--- src/rtl/ieeedrv_rom_arb_if.sv ---
// Bus bundle between the shared-ROM arbiter, its drive/host requesters and the ROM.
// The slave modport is the arbiter's view; master is the requester/ROM side.
interface ieeedrv_rom_arb_if #(
  parameter int NDR       = 4,
  parameter int ADDRWIDTH = 14
);
  logic [NDR-1:0]       drv_req;
  logic [ADDRWIDTH-1:0] drv_addr [NDR];
  logic [NDR-1:0]       drv_ack;
  logic [7:0]           drv_data [NDR];

  logic [ADDRWIDTH-1:0] rom_addr;
  logic                 rom_wren;
  logic [7:0]           rom_wdata;
  logic [7:0]           rom_q;

  logic                 host_req;
  logic [ADDRWIDTH-1:0] host_addr;
  logic [7:0]           host_data;
  logic                 host_ack;
  logic                 busy;

  modport slave (
    input  drv_req, drv_addr, rom_q, host_req, host_addr, host_data,
    output drv_ack, drv_data, rom_addr, rom_wren, rom_wdata, host_ack, busy
  );

  modport master (
    output drv_req, drv_addr, rom_q, host_req, host_addr, host_data,
    input  drv_ack, drv_data, rom_addr, rom_wren, rom_wdata, host_ack, busy
  );
endinterface

--- src/rtl/ieeedrv_rom_arb.sv ---
// Round-robin arbiter giving NDR drives one-at-a-time read access to a shared ROM.
// Define IEEEDRV_ROM_ARB_HOST_EN to enable the prioritised host write path.
module ieeedrv_rom_arb #(
  parameter int NDR       = 4,
  parameter int ADDRWIDTH = 14,
  parameter int RDLAT     = 2
) (
  input  logic             clk,
  input  logic             reset,
  ieeedrv_rom_arb_if.slave bus
);
  localparam int GW = (NDR > 1) ? $clog2(NDR) : 1;
  localparam int CW = 2;

  typedef enum logic [1:0] {
    IDLE = 2'd0,
    RD   = 2'd1,
    DONE = 2'd2
`ifdef IEEEDRV_ROM_ARB_HOST_EN
    , WR = 2'd3
`endif
  } state_e;

  state_e               state_q, state_d;
  logic [GW-1:0]        grant_q, grant_d;
  logic [GW-1:0]        last_grant_q, last_grant_d;
  logic [CW-1:0]        cnt_q, cnt_d;
  logic [ADDRWIDTH-1:0] rom_addr_q, rom_addr_d;
  logic [7:0]           rom_wdata_q, rom_wdata_d;
  logic [NDR-1:0]       ack_q, ack_d;
  logic [7:0]           drv_data_q [NDR];
  logic [7:0]           drv_data_d [NDR];

  logic [GW-1:0]        pick;
  logic [GW-1:0]        cand;
  logic                 pick_vld;

  // Walk from the farthest candidate to the nearest so the drive closest
  // after last_grant is the one left standing.
  always_comb begin
    pick     = last_grant_q;
    pick_vld = 1'b0;
    cand     = '0;
    for (int i = NDR; i >= 1; i--) begin
      cand = GW'((int'(last_grant_q) + i) % NDR);
      if (bus.drv_req[cand]) begin
        pick     = cand;
        pick_vld = 1'b1;
      end
    end
  end

  // NOTE: the read data registers are architectural outputs that must read 0
  // after reset, so unlike a storage RAM they sit in the async reset branch.
  always_ff @(posedge clk or posedge reset) begin
    if (reset) begin
      state_q      <= IDLE;
      grant_q      <= '0;
      last_grant_q <= GW'(NDR - 1);
      cnt_q        <= '0;
      rom_addr_q   <= '0;
      rom_wdata_q  <= '0;
      ack_q        <= '0;
      for (int i = 0; i < NDR; i++) drv_data_q[i] <= '0;
    end else begin
      state_q      <= state_d;
      grant_q      <= grant_d;
      last_grant_q <= last_grant_d;
      cnt_q        <= cnt_d;
      rom_addr_q   <= rom_addr_d;
      rom_wdata_q  <= rom_wdata_d;
      ack_q        <= ack_d;
      drv_data_q   <= drv_data_d;
    end
  end

  // NOTE: every next-state signal is defaulted to its held value first so no
  // path through the case statement can leave one unassigned and infer a latch.
  always_comb begin
    state_d      = state_q;
    grant_d      = grant_q;
    last_grant_d = last_grant_q;
    cnt_d        = cnt_q;
    rom_addr_d   = rom_addr_q;
    rom_wdata_d  = rom_wdata_q;
    ack_d        = '0;
    drv_data_d   = drv_data_q;
    case (state_q)
      IDLE: begin
        cnt_d = '0;
`ifdef IEEEDRV_ROM_ARB_HOST_EN
        if (bus.host_req) begin
          state_d     = WR;
          rom_addr_d  = bus.host_addr;
          rom_wdata_d = bus.host_data;
        end else
`endif
        if (pick_vld) begin
          state_d    = RD;
          grant_d    = pick;
          rom_addr_d = bus.drv_addr[pick];
        end
      end
      RD: begin
        if (cnt_q == CW'(RDLAT - 1)) state_d = DONE;
        else                         cnt_d   = cnt_q + 1'b1;
      end
      // rom_q becomes valid RDLAT clocks after rom_addr was registered,
      // which is exactly the DONE cycle.
      DONE: begin
        drv_data_d[grant_q] = bus.rom_q;
        ack_d[grant_q]      = 1'b1;
        last_grant_d        = grant_q;
        state_d             = IDLE;
      end
`ifdef IEEEDRV_ROM_ARB_HOST_EN
      WR: state_d = IDLE;
`endif
      default: state_d = IDLE;
    endcase
  end

  always_comb begin
    bus.busy      = (state_q != IDLE);
    bus.rom_addr  = rom_addr_q;
    bus.rom_wdata = rom_wdata_q;
    bus.drv_ack   = ack_q;
    bus.drv_data  = drv_data_q;
`ifdef IEEEDRV_ROM_ARB_HOST_EN
    bus.rom_wren  = (state_q == WR);
    bus.host_ack  = (state_q == WR);
`else
    bus.rom_wren  = 1'b0;
    bus.host_ack  = 1'b0;
`endif
  end
endmodule

--- src/flat_wrapper.sv ---
// flat-port wrapper written by rule: the top's interface ports become plain ports
module ieeedrv_rom_arb_flat 
#(
  parameter int NDR       = 4,
  parameter int ADDRWIDTH = 14,
  parameter int RDLAT     = 2
)
  (clk, reset, bus_drv_req, bus_drv_addr, bus_rom_q, bus_host_req, bus_host_addr, bus_host_data, bus_drv_ack, bus_drv_data, bus_rom_addr, bus_rom_wren, bus_rom_wdata, bus_host_ack, bus_busy);
  ieeedrv_rom_arb_if #(.NDR(NDR), .ADDRWIDTH(ADDRWIDTH)) bus_i ();
  input  logic clk;
  input  logic reset;
  input wire logic [$bits(bus_i.drv_req)-1:0] bus_drv_req;
  input wire logic [$bits(bus_i.drv_addr)-1:0] bus_drv_addr;
  input wire logic [$bits(bus_i.rom_q)-1:0] bus_rom_q;
  input wire logic [$bits(bus_i.host_req)-1:0] bus_host_req;
  input wire logic [$bits(bus_i.host_addr)-1:0] bus_host_addr;
  input wire logic [$bits(bus_i.host_data)-1:0] bus_host_data;
  output wire logic [$bits(bus_i.drv_ack)-1:0] bus_drv_ack;
  output wire logic [$bits(bus_i.drv_data)-1:0] bus_drv_data;
  output wire logic [$bits(bus_i.rom_addr)-1:0] bus_rom_addr;
  output wire logic [$bits(bus_i.rom_wren)-1:0] bus_rom_wren;
  output wire logic [$bits(bus_i.rom_wdata)-1:0] bus_rom_wdata;
  output wire logic [$bits(bus_i.host_ack)-1:0] bus_host_ack;
  output wire logic [$bits(bus_i.busy)-1:0] bus_busy;
  assign bus_i.drv_req = bus_drv_req;
  assign bus_i.drv_addr = {>>{bus_drv_addr}};
  assign bus_i.rom_q = bus_rom_q;
  assign bus_i.host_req = bus_host_req;
  assign bus_i.host_addr = bus_host_addr;
  assign bus_i.host_data = bus_host_data;
  assign bus_drv_ack = bus_i.drv_ack;
  assign bus_drv_data = {>>{bus_i.drv_data}};
  assign bus_rom_addr = bus_i.rom_addr;
  assign bus_rom_wren = bus_i.rom_wren;
  assign bus_rom_wdata = bus_i.rom_wdata;
  assign bus_host_ack = bus_i.host_ack;
  assign bus_busy = bus_i.busy;
  ieeedrv_rom_arb #(.NDR(NDR), .ADDRWIDTH(ADDRWIDTH), .RDLAT(RDLAT)) u_core (.clk(clk), .reset(reset), .bus(bus_i));
endmodule
--- config.mk ---
export PLATFORM = sky130hd
export DESIGN_NAME = ieeedrv_rom_arb_flat
export DESIGN_NICKNAME = d
export VERILOG_FILES = /design/src/rtl/ieeedrv_rom_arb_if.sv /design/src/rtl/ieeedrv_rom_arb.sv /design/src/flat_wrapper.sv
export SDC_FILE = /design/constraint.sdc
export NUM_CORES = 1
export LEC_CHECK = 0
export ABC_AREA = 1
export BUFFER_PORTS_ARGS = -buffer_cell sky130_fd_sc_hd__buf_2
export CAP_MARGIN = 20
export CORE_MARGIN = 4
export CORE_UTILIZATION = 50
export CTS_CLUSTER_DIAMETER = 100
export CTS_CLUSTER_SIZE = 25
export DETAILED_ROUTE_END_ITERATION = 6
export PLACE_DENSITY_LB_ADDON = 0.1
export SLEW_MARGIN = 20
export SYNTH_ARGS = -nofsm -noshare
export SYNTH_HDL_FRONTEND = slang
export SYNTH_SLANG_ARGS = --single-unit
--- constraint.sdc ---
create_clock -name clk -period 2.6 [get_ports clk]
set_input_delay 0.13 -clock clk [delete_from_list [all_inputs] [get_ports clk]]
set_output_delay 0.13 -clock clk [all_outputs]
set_load 0.1 [all_outputs]
-- Word-level counts from Yosys, hierarchy flattened
Index checks and enable logic that the tools add are counted.
- register bits after elaboration: 58
- input port bits: 93
- output and inout port bits: 61
- word-level logic and storage cells: 70
- add/subtract/negate cells: 5
- order comparisons: 9
- equal/unequal tests: 6
- mux-type cells: 30
- bitwise gates (word level): 2
- reduce and logical (&&, ||, !) cells: 8
- operator list (cell ; number):
    $bwmux W32 ; 1
    $bmux W14 S2 ; 1
    $mux W14 ; 2
    $demux W8 S2 ; 1
    $lt A2 B3 Y1 const B ; 5
    $mux W2 ; 7
    $mux W1 ; 9
    $bmux W1 S2 ; 4
    $mux W8 ; 1
    $pmux W2 S2 ; 2
    $add A2 B1 Y2 const B ; 3
    $ge A3 B3 Y1 const B ; 2
    $not A2 Y3 ; 2
    $reduce_and A2 Y1 ; 3
    $add A2 B2 Y2 const B ; 2
    $eq A2 B1 Y1 const B ; 2
    $mux W4 ; 1
    $ne A2 B1 Y1 const B ; 2
    $reduce_bool A2 Y1 ; 2
    $lt A3 B1 Y1 const B ; 1
    $demux W1 S2 ; 1
    $eq A2 B2 Y1 const B ; 1
    $ge A2 B1 Y1 const B ; 1
    $logic_and A1 B1 Y1 ; 2
    2 further kinds ; 2

-- Depth between registers and ports, before layout
- word-level depth: 11
- depth in mapped cells: 16
- gate-level depth less buffers: 14

-- Worst setup path after synthesis
Ideal clock, no wire load.
- path kind: reg2reg
- from: register u_core.last_grant_q[0]
- to: register u_core.rom_addr_q[0], in the netlist u_core.bus.rom_addr[0]
- setup time: 120 ps
- data arrival time: 1652 ps
- required time: 2480 ps
- path slack: 828 ps
- cell stages (with the launch flop): 16
- buffers on the path: 2
- clock period less this slack: 1772 ps
- cell sequence: dfstp_2 > buf_6 > inv_6 > nand2_2 > nand2_2 > nand2_1 > nand2_1 > inv_2 > nand2_4 > nand2_8 > buf_2 > nand3_1 > nand3_1 > nand2_1 > nand2_1 > nand2_1
- word-level cells in the longest chain between the ends: 11
- elaborated cells on any way between the ends: 25
- those cells by class: add/sub (4); mux (19); bitwise (1); reduce/logical (1)
- ends and longest elaborated chain (item ; RTL line ; RTL):
    start, declared ; ieeedrv_rom_arb.sv:26 ; logic [GW-1:0] last_grant_q, last_grant_d;
    start signal, assigned ; ieeedrv_rom_arb.sv:59 ; last_grant_q <= GW'(NDR - 1);
    start signal, assigned ; ieeedrv_rom_arb.sv:68 ; last_grant_q <= last_grant_d;
    $add A2 B1 Y2 ; ieeedrv_rom_arb.sv:45 ; cand = GW'((int'(last_grant_q) + i) % NDR);
    $bmux W1 S2 ; ieeedrv_rom_arb.sv:46 ; if (bus.drv_req[cand]) begin
    $mux W1 (implied by the code) ; ieeedrv_rom_arb.sv:46 ;
    $mux W2 (4 in series) ; ieeedrv_rom_arb.sv:46 ;
    $not A2 Y3 (implied by the code) ; ieeedrv_rom_arb.sv:101 ; rom_addr_d = bus.drv_addr[pick];
    $bmux W14 S2 ; ieeedrv_rom_arb.sv:101 ;
    $mux W14 (implied by the code) (2 in series) ; ieeedrv_rom_arb.sv:101 ;
    end signal, assigned ; ieeedrv_rom_arb.sv:70 ; rom_addr_q <= rom_addr_d;
    end, declared ; ieeedrv_rom_arb.sv:28 ; logic [ADDRWIDTH-1:0] rom_addr_q, rom_addr_d;
Several ways; a longest one is shown, not always the timed one. The select of a mux whose other input is x is not followed.
A chain may end at the register's enable or synchronous reset.

-- Worst setup path in the final report
- from: register u_core.last_grant_q[0]
- to: register u_core.rom_addr_q[6], in the netlist u_core.bus.rom_addr[6]
Same word-level chain as after synthesis.

==> impl_metrics.env <==
export IMPL_status="completed"
export IMPL_ant_nets=0
export IMPL_ios=154
export IMPL_syn_area_sq_um=3160
export IMPL_synth_compound_gate_area_share_pct=7.29
export IMPL_cts_tree="yes"
export IMPL_ys_seq_area_share_pct=46.0
export IMPL_critPathLaunchType="flop"
export IMPL_stdcell_count=632
export IMPL_fp_dieH_microns=87.5
export IMPL_wl_met3_microns=629
export IMPL_setup_violations=0
export IMPL_muxShareOfSynthArea_pct=0
export IMPL_vias=3024
export IMPL_maxCapViolations=0
export IMPL_yosysWarnings=0
export IMPL_hold_viol_final=0
export IMPL_cts_sinks=58
export IMPL_synth_distinct_cells=27
export IMPL_postCtsSetupRepairBufs=0
export IMPL_cts_resized=0
export IMPL_cts_made_buffers=9
export IMPL_yosys_area_top_type="dfrtp_1"
export IMPL_drive_gt1_share_pct=28.4
export IMPL_tns_ns=0
export IMPL_gp_congestion=0.861
export IMPL_syn_instance_count=432
export IMPL_routed_top_layer="met4"
export IMPL_synth_top_family_by_area="simple AND/OR/NAND/NOR gates"
export IMPL_start_util_pct=52.4
export IMPL_slew_viol_final=0
export IMPL_io_buffers=120
export IMPL_first_global_vias=2860
export IMPL_period_minus_slack_ns=2.24
export IMPL_htreeDepth=3
export IMPL_path_class="reg2reg"
export IMPL_fin_util_pct=66.0
export IMPL_critPathCaptureType="flop"
export IMPL_clockBufferDepth=2
export IMPL_clock_latency_ns=0.33
export IMPL_synth_top_area_share_pct=44.4
export IMPL_floorplan_die_width_microns=87.5
export IMPL_core_sq_um=6030
export IMPL_syn_avg_cell_area_sq_um=7.31
export IMPL_grt_ovfl_total=0
export IMPL_wl_met2_microns=3860
export IMPL_post_dp_hpwl_microns=5900
export IMPL_critical_path_required_ns=2.81
export IMPL_yosys_area_share_simple_pct=30.6
export IMPL_drt_met1_wl_microns=3050
export IMPL_drt_wl_total_microns=7640
export IMPL_hold_path_class="in2reg"
export IMPL_arrival_ns=2.45
export IMPL_drtPass1Iterations=6
export IMPL_grtUsageTotal_pct=20.6
export IMPL_synth_xor_area_share_pct=0
export IMPL_grt_max_degree=34
export IMPL_area_delta_synth_final_pct=26.0
export IMPL_dieArea_sq_um=7650
export IMPL_dp_cells=615
export IMPL_initialDrtViolationCount=107
export IMPL_yosys_top_cells_area="dfrtp_1 44%, nand2_1 17%, inv_1 9.4%"
export IMPL_root_buffer="clkbuf_8"
export IMPL_synth_adder_area_share_pct=0.396
export IMPL_layout_common_cells="142 x nand2_1, 120 x buf_2, 78 x inv_1"
export IMPL_n_antenna_cell=0
export IMPL_cts_clk_slew_worst_paths_ns=0.07
export IMPL_rows=28
export IMPL_ys_ff_latch=58
export IMPL_drcViolationCount=0
export IMPL_tightest_slew_ns=0.655
export IMPL_fmax_mhz=446
export IMPL_post_drt_via_cell_ratio=4.78
export IMPL_final_common_cell="nand2_1"
export IMPL_antenna_found_initial=0
export IMPL_postPlaceCellArea_sq_um=3750
export IMPL_slew_headroom_pct=56.2
export IMPL_cp_max_fo=30
export IMPL_rsz0062_at_grt="no"
export IMPL_wl_per_cell_microns=12.1
export IMPL_fill_cells=574
export IMPL_stdcell_area_sq_um=3980
export IMPL_finClkSkew_ns=0.00700
export IMPL_grt_pass1_wl_microns=12300
export IMPL_final_net_count=646
export IMPL_fin_crit_sh_pct=86.2
sequential cells by signal (all words and copies together), names as in the netlist:
signal / count
u_core.last_grant_q: 2
u_core.state_q: 2
u_core.bus.drv_data: 32
u_core.bus.rom_addr: 14
u_core.grant_q: 2
u_core.cnt_q: 2
u_core.bus.drv_ack: 4
metrics by stage:
step / hold WS (ns) / worst slack [ns]
2_1_floorplan: 0.299 / 0.828
3_3_place_gp: 0.260 / 0.506
3_5_place_dp: 0.263 / 0.400
4_1_cts: 0.0590 / 0.349
5_1_grt: 0.101 / 0.160
6_report: 0.0759 / 0.358
logic make-up after synthesis:
family	after synthesis
simple gates	220
buf+inv	109
flops	58
compound gates	43
fa+ha+maj	1
other cells	1
cell type report:
cell class	count	area, sq um	share of cell area (%)
Multi-Input combinational cell	274	1250	31.4
Inverter	83	317	7.96
Clock inverter	5	77.6	1.95
Sequential cell	58	1450	36.5
Timing Repair Buffer	126	648	16.3
Clock buffer	11	141	3.55
Tap cell	75	93.8	2.36
worst paths after layout:
kind	startpoint	endpoint	slack [ns]	cells after the start
hold reg to reg	u_core.grant_q[1]	u_core.bus.drv_ack[1]	0.47	1
hold / removal	bus_drv_addr[26]	u_core.bus.rom_addr[12]	0.08	3
max in group asynchronous	reset	u_core.last_grant_q[1]	1.37	4
setup / recovery	u_core.last_grant_q[0]	u_core.bus.rom_addr[6]	0.36	13
setup reg to reg	u_core.last_grant_q[0]	u_core.bus.rom_addr[6]	0.36	13
min in group asynchronous	reset	u_core.bus.drv_data[28]	0.44	3
metal layers:
layer	GRT usage, %	vias to the layer above
li1	-	1538
met1	25.2	1379
met2	34.7	96
met3	7.76	11
met4	4.74	0
met5	0	-
synthesized netlist by cell type:
master,n
inv_1,79
conb_1,1
nor2_1,8
a21boi_2,1
a22oi_1,1
ha_1,1
nand3_1,58
nand2_4,3
nand2_8,1
nand3_4,1
buf_2,4
nor3_1,2
buf_4,15
inv_6,1
dfstp_2,2
nand3b_1,1
dfrtp_1,56
o21ai_0,36
clkbuf_1,5
o21ai_1,1
nand2_1,142
nand2_2,4
buf_6,2
o211ai_1,1
inv_2,3
o21ai_2,1
a21oi_1,2
critical path: stages, from the launching register on:
cell,delay (ns)
dfstp_2,0.68
nand2_1,0.13
o21ai_2,0.12
nand2_1,0.11
nand2_1,0.13
nand2_4,0.08
nand2_4,0.08
nand2_8,0.13
nand2_4,0.27
nand2_1,0.09
nand3_1,0.09
nand2_1,0.07
nand2_1,0.06
nand2_1,0.06
what timing repair did:
action | 4_1_cts | 5_1_grt
hold buffers | 1 | 0
endpoints found under the setup margin | 0 | 0
hold endpoints to repair | 31 | 0
Power is left out: the tool's default activity adds up to more than one toggle a clock period on the data nets, which glitch-free logic cannot reach.
